[config.mk]
export PLATFORM = sky130hd
export DESIGN_NAME = sisc_lsu
export DESIGN_NICKNAME = d
export VERILOG_FILES = /design/src/rtl/sisc_lsu.sv
export SDC_FILE = /design/constraint.sdc
export NUM_CORES = 1
export LEC_CHECK = 0
export BUFFER_PORTS_ARGS = -buffer_cell sky130_fd_sc_hd__buf_2
export CORE_UTILIZATION = 35
export DETAILED_ROUTE_END_ITERATION = 7
export GPL_TIMING_DRIVEN = 1
export PLACE_DENSITY = 0.57
export SYNTH_ARGS = -nofsm -noshare
export SYNTH_HDL_FRONTEND = slang
export SYNTH_SLANG_ARGS = --single-unit
[constraint.sdc]
create_clock -name i_clk -period 10.9 [get_ports i_clk]
set_clock_uncertainty 0.2 [all_clocks]
set_input_delay 1.635 -clock i_clk [delete_from_list [all_inputs] [get_ports i_clk]]
set_output_delay 1.635 -clock i_clk [all_outputs]
set_load 0.005 [all_outputs]
[src/rtl/sisc_lsu.sv]
// SISC load/store unit: in-order store buffer drained with a setup/strobe/release
// write pulse, and single-cycle loads that forward from the youngest buffered store.
module sisc_lsu #(
   parameter int SB_DEPTH = 4,
   parameter int AW       = 16,
   parameter int DW       = 32
) (
   input  logic                      i_clk,
   input  logic                      i_rst,
   input  logic                      i_req_valid,
   output logic                      o_req_ready,
   input  logic                      i_req_we,
   input  logic [AW-1:0]             i_req_addr,
   input  logic [DW-1:0]             i_req_wdata,
   output logic                      o_rsp_valid,
   output logic [DW-1:0]             o_rsp_data,
   output logic [AW-1:0]             o_dm_read_addr,
   input  logic [DW-1:0]             i_dm_read_data,
   output logic [AW-1:0]             o_dm_write_addr,
   output logic [DW-1:0]             o_dm_write_data,
   output logic                      o_dm_we,
   output logic [$clog2(SB_DEPTH):0] o_sb_count,
   output logic                      o_sb_empty
);

   localparam int PW = $clog2(SB_DEPTH);
   localparam int CW = PW + 1;

   typedef enum logic [1:0] {
      D_IDLE    = 2'd0,
      D_SETUP   = 2'd1,
      D_STROBE  = 2'd2,
      D_RELEASE = 2'd3
   } drain_t;

   drain_t        r_state;
   logic [AW-1:0] r_sb_addr [SB_DEPTH];
   logic [DW-1:0] r_sb_data [SB_DEPTH];
   logic [PW-1:0] r_wptr;
   logic [PW-1:0] r_rptr;
   logic [CW-1:0] r_count;

   logic          w_accept;
   logic          w_push;
   logic          w_load;
   logic          w_pop;
   logic          w_fwd_hit;
   logic [DW-1:0] w_fwd_data;
   logic [PW-1:0] w_idx;

   assign o_req_ready    = !i_rst && (r_count < CW'(SB_DEPTH));
   assign w_accept       = i_req_valid && o_req_ready;
   assign w_push         = w_accept && i_req_we;
   assign w_load         = w_accept && !i_req_we;
   assign w_pop          = (r_state == D_RELEASE);
   assign o_dm_read_addr = i_req_addr;
   assign o_sb_count     = r_count;
   assign o_sb_empty     = (r_count == {CW{1'b0}});

   // Forwarding search: walk oldest to youngest so the last hit is the youngest store.
   always_comb begin
      w_fwd_hit  = 1'b0;
      w_fwd_data = {DW{1'b0}};
      w_idx      = r_rptr;
      for (int i = 0; i < SB_DEPTH; i++) begin
         w_idx = r_rptr + PW'(i);
         if ((CW'(i) < r_count) && (r_sb_addr[w_idx] == i_req_addr)) begin
            w_fwd_hit  = 1'b1;
            w_fwd_data = r_sb_data[w_idx];
         end else begin
            w_fwd_hit  = w_fwd_hit;
            w_fwd_data = w_fwd_data;
         end
      end
   end

   // Store-buffer entry storage and write pointer.
   always_ff @(posedge i_clk or posedge i_rst) begin
      if (i_rst) begin
         r_wptr <= {PW{1'b0}};
         for (int i = 0; i < SB_DEPTH; i++) begin
            r_sb_addr[i] <= {AW{1'b0}};
            r_sb_data[i] <= {DW{1'b0}};
         end
      end else if (w_push) begin
         r_sb_addr[r_wptr] <= i_req_addr;
         r_sb_data[r_wptr] <= i_req_wdata;
         r_wptr            <= r_wptr + PW'(1);
      end
   end

   // Occupancy: a push and a pop in the same cycle cancel out.
   always_ff @(posedge i_clk or posedge i_rst) begin
      if (i_rst) begin
         r_count <= {CW{1'b0}};
      end else begin
         case ({w_push, w_pop})
            2'b10:   r_count <= r_count + CW'(1);
            2'b01:   r_count <= r_count - CW'(1);
            default: r_count <= r_count;
         endcase
      end
   end

   // Drain FSM: write port is loaded on entry to D_SETUP so it is stable before the strobe.
   always_ff @(posedge i_clk or posedge i_rst) begin
      if (i_rst) begin
         r_state         <= D_IDLE;
         r_rptr          <= {PW{1'b0}};
         o_dm_we         <= 1'b0;
         o_dm_write_addr <= {AW{1'b0}};
         o_dm_write_data <= {DW{1'b0}};
      end else begin
         case (r_state)
            D_IDLE: begin
               o_dm_we <= 1'b0;
               if (r_count != {CW{1'b0}}) begin
                  r_state         <= D_SETUP;
                  o_dm_write_addr <= r_sb_addr[r_rptr];
                  o_dm_write_data <= r_sb_data[r_rptr];
               end
            end
            D_SETUP: begin
               o_dm_we <= 1'b1;
               r_state <= D_STROBE;
            end
            D_STROBE: begin
               o_dm_we <= 1'b0;
               r_state <= D_RELEASE;
            end
            D_RELEASE: begin
               o_dm_we <= 1'b0;
               r_rptr  <= r_rptr + PW'(1);
               if (r_count > CW'(1)) begin
                  r_state         <= D_SETUP;
                  o_dm_write_addr <= r_sb_addr[r_rptr + PW'(1)];
                  o_dm_write_data <= r_sb_data[r_rptr + PW'(1)];
               end else begin
                  r_state <= D_IDLE;
               end
            end
            default: begin
               o_dm_we <= 1'b0;
               r_state <= D_IDLE;
            end
         endcase
      end
   end

   // Load response, one cycle after acceptance.
   always_ff @(posedge i_clk or posedge i_rst) begin
      if (i_rst) begin
         o_rsp_valid <= 1'b0;
         o_rsp_data  <= {DW{1'b0}};
      end else begin
         o_rsp_valid <= w_load;
         if (w_load) begin
            o_rsp_data <= w_fwd_hit ? w_fwd_data : i_dm_read_data;
         end
      end
   end

endmodule

==> results.txt <==
----------------------------------------------------
[Status]
  Status ... completed

[Logic synthesis]
  Nets in the synthesized netlist ... 1705
  Share of Yosys cell area claimed by the top area cell type ... 41.83%
  Mux contribution to synthesized area ... 27.33%
  Combinational family with the most area after synthesis ... multiplexers
  Cell count after synthesis ... 1608
  Most common cell in the netlist ... dfrtp_1
  Register area share after synthesis ... 41.83%
  Flip-flop and latch count after synthesis ... 283
  YS warnings ... 0
  Xor and xnor area share after synthesis ... 2.432%
  Simple-gate share of the synthesized area ... 6.704%
  Count of unique library cells instantiated by Yosys ... 55
  Yosys top cell by area ... dfrtp_1
  Largest cells by area after synthesis ... dfrtp_1 (42%), mux2_2 (14%), mux2i_1 (11%)
  Post-synthesis instance area ... 16930 um^2
  Post-synth top flop ... dfrtp_1
  Synthesized-area fraction occupied by adder cells ... 0.9608%
  EDFF count, synth ... 0
  Fraction of synthesis flops using an asynchronous set or reset pin ... 100.0%
  Post-synth top cells ... dfrtp_1 (283), mux2_2 (214), mux2i_1 (178)
  Mean instance size in the synthesized netlist ... 10.53 um^2
  Complex-gate fraction of the synthesized area ... 15.85%

[Detailed routing]
  Total DRC errors in the routed layout ... 0
  Total Routed Length ... 48910 um
  Overall via count from detail_route ... 13140
  First-pass iteration count of the detailed router ... 5
  Drt initial violations ... 754
  Detailed-route vias per instance ... 5.654
  WL/cell ... 21.05 um
  Post-route ant nets ... 0

[Critical path]
  Worst setup SP type ... register
  Maximum fanout along the worst path ... 84
  CP Data Required Time ... 11.09 ns
  Element type at the critical path end ... register
  Endpoint of the worst-slack reg-to-reg timing path ... o_rsp_data[19]
  Register-to-Register Setup Slack ... 5.45 ns
  Critical path depth in cells ... 10
  Largest incremental delay on the critical path ... 1.02 ns
  Kind of critical path ... register to register
  CP Cell Sequence ... buf_4 > mux4_2 > xnor2_1 > nand4_1 > nor4_1 > o2111ai_4 > buf_4 > and4b_2 > a22oi_1 > o21ai_1
  Arrival time worst endpoint ... 5.64 ns
  Cell mode on critical path ... buf_4
  Logic depth of the worst register-to-register path ... 10
  Worst path top cell family by delay ... simple AND/OR/NAND/NOR gates
  Buffers & Inverters on Critical Path ... 2
  Cell at the slowest stage of the critical path ... dfrtp_4
  Critical register-to-register path startpoint ... r_rptr[0]
  Termination of the worst setup path ... o_rsp_data[19]
  Crit path from ... r_rptr[0]

[Finish]
  Final nets ... 1782
  Share of cells above drive strength 1 ... 31.56%
  Total inserted antenna cells ... 0
  Synth-to-layout area growth ... 13.51%

[Power and ir drop]
  Overall power after layout ... 6.252 mW
  Static leakage ... 8.625 nW
  Power density cells ... 325.4 nW/um^2
  Maximum resistive drop on vdd ... 0.0001879 V

[Global route]
  Remaining Overflow, GRT ... 0
  Largest net degree at the start of global routing ... 158
  Initial antenna violation count ... 2
  Global Route Usage Sum ... 19.76%
  Global-route wire length before repair ... 76270 um
  Via count of the first global-routing pass ... 13050

[Floorplan]
  Core Footprint ... 47750 um^2
  Die span in x ... 221.9 um
  Effective utilization at floorplan ... 35.46%
  Overall die area ... 49250 um^2
  Number of top-level design ports ... 187
  Number of placement rows ... 80
  Die H ... 221.9 um

[Clock network]
  Root buf cell ... clkbuf_16
  TritonCTS clock tree ... yes
  CTS H-tree lvls ... 2
  Number of clock buffers inserted by TritonCTS ... 34
  Maximum buffer depth of the clock tree ... 3
  Post-CTS Hold Fix Bufs ... 0
  Register clock-pin slew on the reported worst setup and hold paths ... 0.06 ns
  Clock latency reported for the late side of the worst-skew pair ... 0.56 ns
  Number of gates resized after cts ... 0
  CTS sink cnt ... 283
  Number of setup buffers added after CTS ... 0

[Timing]
  Hold Vio Cnt, Final ... 0
  Final Cycle Share ... 50.04%
  Measured slew at the worst slew-check pin ... 1.170 ns
  Setup repair after global routing missed its margin ... false
  Achievable frequency ... 0.1833 GHz
  Number of setup violations in the final report ... 0
  Minimum period implied by the final worst setup slack ... 5.454 ns
  Hold Slack ... 0.2697 ns
  Sum of negative setup slack ... 0 ns
  Relative max-transition margin ... 22.01%
  Final critical-path setup slack ... 5.446 ns
  Fin. max-slew vios ... 0

[Flow run]
  Maxcap violations ... 0

[Placed design]
  PortBufs ... 186
  Setup WS pre-CTS ... 5.522 ns
  Placer's final routability congestion estimate ... 0.8142
  HPWL reported at the end of detailed placement ... 30430 um

[Min path]
  Hold crit path type ... register to register

----------------------------------------------------
-- how the worst min path moves through the flow --
stage / to / slack, ns / startpoint / depth (start not counted)
after floorplan: o_dm_write_addr[6] / 0.27 / o_dm_write_addr[6] / 2
after global placement: o_dm_write_addr[11] / 0.26 / o_dm_write_addr[11] / 1
after detailed placement: o_dm_write_addr[5] / 0.26 / o_dm_write_addr[5] / 1
after CTS: o_dm_write_addr[5] / 0.27 / o_dm_write_addr[5] / 1
after global routing: o_dm_write_addr[5] / 0.29 / o_dm_write_addr[5] / 1
final: o_dm_write_addr[14] / 0.27 / o_dm_write_addr[14] / 1
-- cell usage in the layout, fill, tap and decap left out, types with 37 or more instances in the layout --
| master | synthesis | layout |
|---|---|---|
| dfrtp_1 | 283 | 281 |
| mux2_2 | 214 | 214 |
| buf_2 | 17 | 186 |
| mux2i_1 | 178 | 178 |
| a21oi_1 | 122 | 122 |
| nor2_1 | 106 | 106 |
| nand2_1 | 74 | 70 |
| o21ai_0 | 66 | 66 |
| o21ai_1 | 60 | 60 |
| nand4_1 | 37 | 37 |
-- sequential cells by signal (all words and copies together) (netlist names) --
name and count:
o_dm_we 1, r_sb_data 128, o_sb_count 3, r_wptr 2, o_dm_write_data 32, o_rsp_data 32, r_sb_addr 64, o_dm_write_addr 16
o_rsp_valid 1, r_rptr 2, r_state 2
-- report_power, final --
group / internal, mW / switching (mW) / total, mW
combinational: 1.41 / 1.66 / 3.07
clock: 0.671 / 0.475 / 1.15
sequential: 1.54 / 0.496 / 2.04
total: 3.62 / 2.63 / 6.25
-- final cells by class --
| class | count | area (um^2) |
|---|---|---|
| repair buffers | 205 | 1086 |
| fillers | 4565 | 28530 |
| clock buffers | 45 | 962.2 |
| well taps | 615 | 769.5 |
| inverters | 16 | 67.56 |
| clock inverters | 14 | 147.6 |
| multi-input cells | 1145 | 9094 |
| flip-flops and latches | 283 | 7089 |
-- cells by family after synthesis --
family | Yosys count
AO/OA/AOI/OAI | 414
multiplexers | 412
flip-flops | 283
AND/OR/NAND/NOR | 259
buffers and inverters | 180
XOR/XNOR | 47
adder cells (fa/ha/maj) | 13
-- through the flow --
step           util, %  std cells  cell area (um^2)
5_1_grt          40.25       2323             19220
2_1_floorplan        -       1608             16930
3_3_place_gp     37.92       2264             18110
4_1_cts          40.25       2323             19220
3_5_place_dp     37.92       2264             18110
6_report         40.25       2323             19220
-- layer usage --
layer | track usage, % | share of wire (%) | vias up
met5 | 0 | 0 | -
met4 | 6.989 | 2.6 | 0
met3 | 3.101 | 5.3 | 86
met2 | 31.95 | 47 | 356
met1 | 26.78 | 45 | 6586
li1 | - | - | 6107
Power figures use the tool's default switching activity.
